`src/rtl/uart_rx_pkg.sv`:
```
// Shared types and register-map constants for the memory-mapped UART receiver.
package uart_rx_pkg;

  typedef enum logic [1:0] {
    IDLE  = 2'd0,
    START = 2'd1,
    DATA  = 2'd2,
    STOP  = 2'd3
  } rx_state_t;

  localparam logic [31:0] STATUS_OFF = 32'h0000_0000;
  localparam logic [31:0] RXDATA_OFF = 32'h0000_000C;

  localparam int ST_NOT_EMPTY = 0;
  localparam int ST_OVERRUN   = 1;
  localparam int ST_FRAME_ERR = 2;
  localparam int ST_FULL      = 3;
  localparam int ST_COUNT_LSB = 4;
  localparam int ST_COUNT_MSB = 8;

endpackage

```
`src/rtl/uart_rx_periph_fifo.sv`:
```
// Small synchronous FIFO; pointers wrap naturally, occupancy held in a separate counter.
module sync_fifo #(
  parameter int WIDTH = 8,
  parameter int DEPTH = 8,
  localparam int AW = $clog2(DEPTH),
  localparam int CW = $clog2(DEPTH + 1)
) (
  input  logic             clk,
  input  logic             reset,
  input  logic             push,
  input  logic             pop,
  input  logic [WIDTH-1:0] din,
  output logic             full,
  output logic             empty,
  output logic [CW-1:0]    count,
  output logic [WIDTH-1:0] head
);

  localparam logic [CW-1:0] FULL_CNT = CW'(DEPTH);
  localparam logic [CW-1:0] CNT_ONE  = CW'(1);
  localparam logic [AW-1:0] PTR_ONE  = AW'(1);

  logic [WIDTH-1:0] r_mem [DEPTH];
  logic [AW-1:0]    r_wr_ptr;
  logic [AW-1:0]    r_rd_ptr;
  logic [CW-1:0]    r_count;
  logic             w_do_push;
  logic             w_do_pop;

  // A pop frees a slot in the same cycle, so push into a full FIFO succeeds only alongside a pop.
  assign w_do_pop  = pop && (r_count != {CW{1'b0}});
  assign w_do_push = push && ((r_count != FULL_CNT) || w_do_pop);

  // Storage, pointers and occupancy.
  always_ff @(posedge clk) begin
    if (reset) begin
      r_wr_ptr <= {AW{1'b0}};
      r_rd_ptr <= {AW{1'b0}};
      r_count  <= {CW{1'b0}};
    end else begin
      if (w_do_push) begin
        r_mem[r_wr_ptr] <= din;
        r_wr_ptr        <= r_wr_ptr + PTR_ONE;
      end
      if (w_do_pop) begin
        r_rd_ptr <= r_rd_ptr + PTR_ONE;
      end
      case ({w_do_push, w_do_pop})
        2'b10:   r_count <= r_count + CNT_ONE;
        2'b01:   r_count <= r_count - CNT_ONE;
        default: r_count <= r_count;
      endcase
    end
  end

  assign full  = (r_count == FULL_CNT);
  assign empty = (r_count == {CW{1'b0}});
  assign count = r_count;
  assign head  = r_mem[r_rd_ptr];

endmodule

```
`src/rtl/uart_rx_periph.sv`:
```
// 8N1 UART receiver with an 8-entry FIFO, STATUS/RXDATA read registers and write-to-pop control.
module uart_rx_periph
  import uart_rx_pkg::*;
#(
  parameter int          CLK_FREQ_HZ = 10_000_000,
  parameter int          BAUD        = 115_200,
  parameter int          FIFO_DEPTH  = 8,
  parameter logic [31:0] BASE_ADDR   = 32'h0000_2010
) (
  input  logic        clk,
  input  logic        reset,
  input  logic [31:0] Address,
  input  logic        wr_i,
  input  logic [31:0] entrada_i,
  output logic [31:0] salida_o,
  input  logic        rx,
  output logic        rx_irq
);

  localparam int CLKS_PER_BIT = CLK_FREQ_HZ / BAUD;
  localparam int HALF_BIT     = CLKS_PER_BIT / 2;
  localparam int CNT_W        = $clog2(CLKS_PER_BIT);
  localparam int CW           = $clog2(FIFO_DEPTH + 1);
  localparam logic [CNT_W-1:0] BIT_LAST  = CNT_W'(CLKS_PER_BIT - 1);
  localparam logic [CNT_W-1:0] HALF_LAST = CNT_W'(HALF_BIT - 1);
  localparam logic [CNT_W-1:0] CNT_ONE   = CNT_W'(1);

  logic             r_sync1;
  logic             r_sync2;
  rx_state_t        r_state;
  rx_state_t        w_state_nxt;
  logic [CNT_W-1:0] r_cnt;
  logic [CNT_W-1:0] w_cnt_nxt;
  logic [2:0]       r_bit_idx;
  logic [2:0]       w_bit_nxt;
  logic [7:0]       r_shift;
  logic [7:0]       w_shift_nxt;
  logic             w_push;
  logic             w_ferr_set;
  logic             r_overrun;
  logic             r_frame_err;
  logic             w_wr_ctrl;
  logic             w_pop;
  logic             w_ovr_set;
  logic             w_full;
  logic             w_empty;
  logic [CW-1:0]    w_count;
  logic [7:0]       w_head;
  logic [31:0]      w_status;
  logic             w_unused;

  // Two-flop synchroniser for the asynchronous line; idles high.
  always_ff @(posedge clk) begin
    if (reset) begin
      r_sync1 <= 1'b1;
      r_sync2 <= 1'b1;
    end else begin
      r_sync1 <= rx;
      r_sync2 <= r_sync1;
    end
  end

  // Receiver state register.
  always_ff @(posedge clk) begin
    if (reset) begin
      r_state   <= IDLE;
      r_cnt     <= {CNT_W{1'b0}};
      r_bit_idx <= 3'd0;
      r_shift   <= 8'h00;
    end else begin
      r_state   <= w_state_nxt;
      r_cnt     <= w_cnt_nxt;
      r_bit_idx <= w_bit_nxt;
      r_shift   <= w_shift_nxt;
    end
  end

  // Next-state logic: half-bit wait to the start-bit centre, then whole-bit steps.
  always_comb begin
    w_state_nxt = r_state;
    w_cnt_nxt   = r_cnt + CNT_ONE;
    w_bit_nxt   = r_bit_idx;
    w_shift_nxt = r_shift;
    w_push      = 1'b0;
    w_ferr_set  = 1'b0;
    case (r_state)
      IDLE: begin
        w_cnt_nxt = {CNT_W{1'b0}};
        if (!r_sync2) w_state_nxt = START;
        else          w_state_nxt = IDLE;
      end
      START: begin
        if (r_cnt == HALF_LAST) begin
          w_cnt_nxt = {CNT_W{1'b0}};
          w_bit_nxt = 3'd0;
          if (r_sync2) w_state_nxt = IDLE;
          else         w_state_nxt = DATA;
        end else begin
          w_state_nxt = START;
        end
      end
      DATA: begin
        if (r_cnt == BIT_LAST) begin
          w_cnt_nxt   = {CNT_W{1'b0}};
          w_shift_nxt = {r_sync2, r_shift[7:1]};
          w_bit_nxt   = r_bit_idx + 3'd1;
          if (r_bit_idx == 3'd7) w_state_nxt = STOP;
          else                   w_state_nxt = DATA;
        end else begin
          w_state_nxt = DATA;
        end
      end
      STOP: begin
        if (r_cnt == BIT_LAST) begin
          w_cnt_nxt   = {CNT_W{1'b0}};
          w_state_nxt = IDLE;
          if (r_sync2) w_push = 1'b1;
          else         w_ferr_set = 1'b1;
        end else begin
          w_state_nxt = STOP;
        end
      end
      default: begin
        w_state_nxt = IDLE;
        w_cnt_nxt   = {CNT_W{1'b0}};
      end
    endcase
  end

  assign w_wr_ctrl = wr_i && (Address == BASE_ADDR + STATUS_OFF);
  assign w_pop     = w_wr_ctrl && entrada_i[0];
  assign w_ovr_set = w_push && w_full && !w_pop;
  assign w_unused  = &{1'b0, entrada_i[31:3]};

  sync_fifo #(.WIDTH(8), .DEPTH(FIFO_DEPTH)) u_fifo (
    .clk   (clk),
    .reset (reset),
    .push  (w_push),
    .pop   (w_pop),
    .din   (w_shift_nxt),
    .full  (w_full),
    .empty (w_empty),
    .count (w_count),
    .head  (w_head)
  );

  // Sticky error flags; a set in the same cycle as a clear takes priority.
  always_ff @(posedge clk) begin
    if (reset) begin
      r_overrun   <= 1'b0;
      r_frame_err <= 1'b0;
    end else begin
      if (w_ovr_set)                     r_overrun <= 1'b1;
      else if (w_wr_ctrl && entrada_i[1]) r_overrun <= 1'b0;
      else                               r_overrun <= r_overrun;
      if (w_ferr_set)                    r_frame_err <= 1'b1;
      else if (w_wr_ctrl && entrada_i[2]) r_frame_err <= 1'b0;
      else                               r_frame_err <= r_frame_err;
    end
  end

  // Read mux; combinational on Address, reads have no side effects.
  always_comb begin
    w_status                             = 32'h0000_0000;
    w_status[ST_NOT_EMPTY]               = !w_empty;
    w_status[ST_OVERRUN]                 = r_overrun;
    w_status[ST_FRAME_ERR]               = r_frame_err;
    w_status[ST_FULL]                    = w_full;
    w_status[ST_COUNT_MSB:ST_COUNT_LSB]  = 5'(w_count);
    salida_o                             = 32'h0000_0000;
    if (Address == BASE_ADDR + STATUS_OFF) begin
      salida_o = w_status;
    end else if (Address == BASE_ADDR + RXDATA_OFF) begin
      if (w_empty) salida_o = 32'h0000_0000;
      else         salida_o = {24'h00_0000, w_head};
    end else begin
      salida_o = 32'h0000_0000;
    end
  end

  assign rx_irq = !w_empty;

endmodule
```
`config.mk`:
```
export PLATFORM = sky130hd
export DESIGN_NAME = uart_rx_periph
export DESIGN_NICKNAME = d
export VERILOG_FILES = /design/src/rtl/uart_rx_pkg.sv /design/src/rtl/uart_rx_periph_fifo.sv /design/src/rtl/uart_rx_periph.sv
export SDC_FILE = /design/constraint.sdc
export NUM_CORES = 1
export LEC_CHECK = 0
export BUFFER_PORTS_ARGS = -buffer_cell sky130_fd_sc_hd__buf_4
export CELL_PAD_IN_SITES_DETAIL_PLACEMENT = 0
export CELL_PAD_IN_SITES_GLOBAL_PLACEMENT = 1
export CORE_MARGIN = 2
export CORE_UTILIZATION = 41
export CTS_BUF_LIST = sky130_fd_sc_hd__clkbuf_4
export CTS_CLUSTER_DIAMETER = 150
export DETAILED_ROUTE_END_ITERATION = 12
export GPL_TIMING_DRIVEN = 0
export PLACE_DENSITY = 0.8
export SLEW_MARGIN = 0
export SYNTH_ARGS = -nofsm -noshare
export SYNTH_HDL_FRONTEND = slang
export SYNTH_SLANG_ARGS = --single-unit
```
`constraint.sdc`:
```
create_clock -name clk -period 2.6 [get_ports clk]
set_input_delay 0.13 -clock clk [delete_from_list [all_inputs] [get_ports clk]]
set_output_delay 0.13 -clock clk [all_outputs]
set_load 0.01 [all_outputs]
```
==> qor.txt <==
Post-layout net count - 503
Clk_skew - 0.0129 ns
Startpoint types - flip-flop
Global-route wire length before repair - 13.5 mm
P&R area growth vs syn - 19.9%
Vias per cell - 4.96
Fmax - 0.402 GHz
Hold Crit Start - entrada_i[2]
Fill count - 935
Initial antenna violation count - 0
Synth Area in Compound Gates - 5.54%
RSZ-0062 raised after global routing - true
Num CTS Buffers - 9
Worst-margin pin slew - 0.852 ns
Vias in the first global route - 2707
DP HPWL - 6.19 mm
Die height - 109 um
Xor and xnor area share after synthesis - 1.75%
Endpoints failing hold - 0
Synthesized flop and latch total - 101
Top_reg_cell synth - edfxtp_1
Worst EP required - 2.47 ns
Placer congestion estimate - 0.762
CTS max path bufs - 2
Syn_area_per_cell - 13.4 sq um
Port Buffers - 47
Period utilization - 95.6%
RR Startpoint - r_cnt[5]$_SDFF_PP0_
Hold Crit Class - in2reg
DIE AREA - 11900 sq um
I/O Pins - 101
Worst-path clk slew - 0.14 ns
Post-layout util - 50.1%
Yosys cell types - 53
Gate count of the mapped netlist - 337
Routed WL per cell - 14.8 um
Drt total wl - 8.45 mm
Starting density of the core - 41.8%
Reg2reg path depth - 11
Mapped Area - 4510 sq um
Hold_ws - 0.0794 ns
DR iter-0 viols - 100
Fin. max-slew vios - 0
# diodes - 0
Synth Area in Simple Gates - 12.3%
Largest net degree at the start of global routing - 17
GRT overflow - 0
Async S/R FF share, synth - 0%
Final Setup Violations - 0
Die width - 109 um
Latest clock arrival within the worst-skew pair - 0.45 ns
R2R setup slack - 0.16 ns
Pleak - 2.02 nW
Post-synthesis sequential area ratio - 59.0%
Maxcap violations - 0
Largest family of logic cells by synthesized area - multiplexers
Worst setup path endpoint - salida_o[3]
VDD IR max - 0.195 mV
Layout cells sized above 1 - 34.9%
P per Cell Area - 467 nW/um^2
Crit path max fanout - 10
Critical Path AT - 2.36 ns
Worst setup EP type - primary output
Final worst path period need - 2.49 ns
GR Util All Layers - 15.3%
Max-slew headroom - 43.0%
CTS sink cnt - 101
Critical path class - reg2out
Row cnt - 38
Core footprint - 10800 sq um
Vias - 2830
DRC - 0
H-tree levels - 3
Post-synth EDFFs - 64
CTS tree - yes
Total Neg Setup Slack - 0 ns
Status - complete, no violations
Multiplexer share of the synthesized area - 12.4%
Clock root buffer - clkbuf_4
Antenna-violating nets left - 0
Synthesis Warnings - 0
Drt first pass iters - 4
Post-Synth Adder-Cell Area - 2.77%
Reg-to-reg endpoint - u_fifo.count[2]$_SDFFE_PP0P_
worst min path at each step:
| stage | slack [ns] | to | depth (start not counted) |
|---|---|---|---|
| 3_5_place_dp | 0.32 | r_sync1$_SDFF_PP1_ | 2 |
| 6_report | 0.08 | r_frame_err$_SDFFE_PP0P_ | 3 |
| 3_3_place_gp | 0.31 | r_sync1$_SDFF_PP1_ | 2 |
| 5_1_grt | 0.06 | r_frame_err$_SDFFE_PP0P_ | 3 |
| 2_1_floorplan | 0.23 | r_sync1$_SDFF_PP1_ | 1 |
| 4_1_cts | 0.05 | r_frame_err$_SDFFE_PP0P_ | 3 |
state kept, by name (all words and copies together) (netlist names), named ones only:
| register | count |
|---|---|
| r_state | 2 |
| r_sync1 | 1 |
| r_shift | 8 |
| u_fifo.r_rd_ptr | 3 |
| r_sync2 | 1 |
| u_fifo.r_mem | 64 |
| u_fifo.r_wr_ptr | 3 |
| r_overrun | 1 |
| r_bit_idx | 3 |
| r_frame_err | 1 |
| r_cnt | 7 |
| u_fifo.count | 4 |
critical path, stage by stage, from the launching register on:
cell,delay [ns]
dfxtp_1,0.33
clkbuf_4,0.22
buf_8,0.19
mux4_2,0.52
mux2i_2,0.25
o22ai_1,0.20
buf_4,0.19
per-stage QoR:
step	cells	worst slack, ns	power [mW]	instance area (sq um)
floorplan	360	0.0282	1.78	4600
global placement	547	-0.718	1.84	5130
detailed placement	550	-0.317	1.84	5170
CTS	569	0.00318	2.55	5360
global route	570	-0.0263	2.63	5410
finish	570	0.115	2.53	5410
timing repair:
item                                   CTS  global route
hold buffers                             3             0
endpoints found under the hold margin    2             0
buffers inserted                         1             2
gates resized for setup                 13            11
setup endpoints to repair               33             4
pin swaps                                1             1
cell usage after synthesis (3+ instances only):
library cell / instances / area [sq um]
edfxtp_1: 64 / 1920
dfxtp_1: 37 / 741
buf_4: 24 / 180
nor2_1: 23 / 86.3
mux4_2: 16 / 360
nand2_1: 13 / 48.8
a21oi_1: 11 / 55.1
mux2i_1: 11 / 110
ha_1: 10 / 125
inv_1: 10 / 37.5
o21ai_0: 9 / 45.0
clkbuf_1: 8 / 30.0
mux2_2: 8 / 90.1
nor2b_1: 8 / 50.1
nor4_1: 7 / 43.8
nand3_1: 6 / 30.0
buf_2: 5 / 25.0
nor3_1: 5 / 25.0
xnor2_1: 5 / 43.8
xor2_1: 4 / 35.0
and3_1: 3 / 18.8
and4_1: 3 / 26.3
nor4b_1: 3 / 26.3
o22ai_1: 3 / 18.8
or2_2: 3 / 18.8
or3_1: 3 / 18.8
placed cells by master (no fill, tap or decap), types with 3 or more instances in the layout:
master / netlist / routed
buf_4: 24 / 77
edfxtp_1: 64 / 64
dfxtp_1: 37 / 31
conb_1: 1 / 24
nor2_1: 23 / 23
mux4_2: 16 / 16
clkbuf_4: 0 / 12
nand2_1: 13 / 12
inv_1: 10 / 10
mux2i_1: 11 / 10
a21oi_1: 11 / 10
o21ai_0: 9 / 9
ha_1: 10 / 9
mux2_2: 8 / 8
nor2b_1: 8 / 8
nand3_1: 6 / 6
dfxtp_2: 0 / 6
nor4_1: 7 / 5
clkbuf_1: 8 / 5
xnor2_1: 5 / 5
nor3_2: 0 / 4
xor2_1: 4 / 4
and3_1: 3 / 3
o22ai_1: 3 / 3
buf_2: 5 / 3
or3_1: 3 / 3
or2_2: 3 / 3
dlygate4sd3_1: 0 / 3
per-layer routing:
layer	vias to the layer above	part of all wire (%)	global-route usage, %
li1	1396	-	-
met1	1350	42	18.0
met2	72	51	27.0
met3	12	5.7	3.95
met4	0	1.7	5.31
met5	-	0	0
report_power, final:
part / internal, mW / switching (mW) / total [mW]
clock network: 0.223 / 0.498 / 0.721
registers: 1.69 / 0.00277 / 1.69
logic: 0.0699 / 0.0473 / 0.117
kinds of logic after synthesis:
| family | count (synthesis) |
|---|---|
| buf+inv | 48 |
| compound gates | 39 |
| mux | 35 |
| flops | 101 |
| xor+xnor | 9 |
| other cells | 1 |
| simple gates | 94 |
| fa+ha+maj | 10 |
area by class of cell:
class / count / area, sq um / share of cell area, %
multi-input cells: 211 / 1740 / 32.1
plain buffers: 36 / 245 / 4.53
inverters: 10 / 37.5 / 0.694
flip-flops and latches: 101 / 2670 / 49.3
well taps: 140 / 175 / 3.24
clock inverters: 5 / 35.0 / 0.647
clock buffers: 11 / 82.6 / 1.53
repair buffers: 56 / 428 / 7.91
No activity file was read; power rests on OpenSTA's default activity.
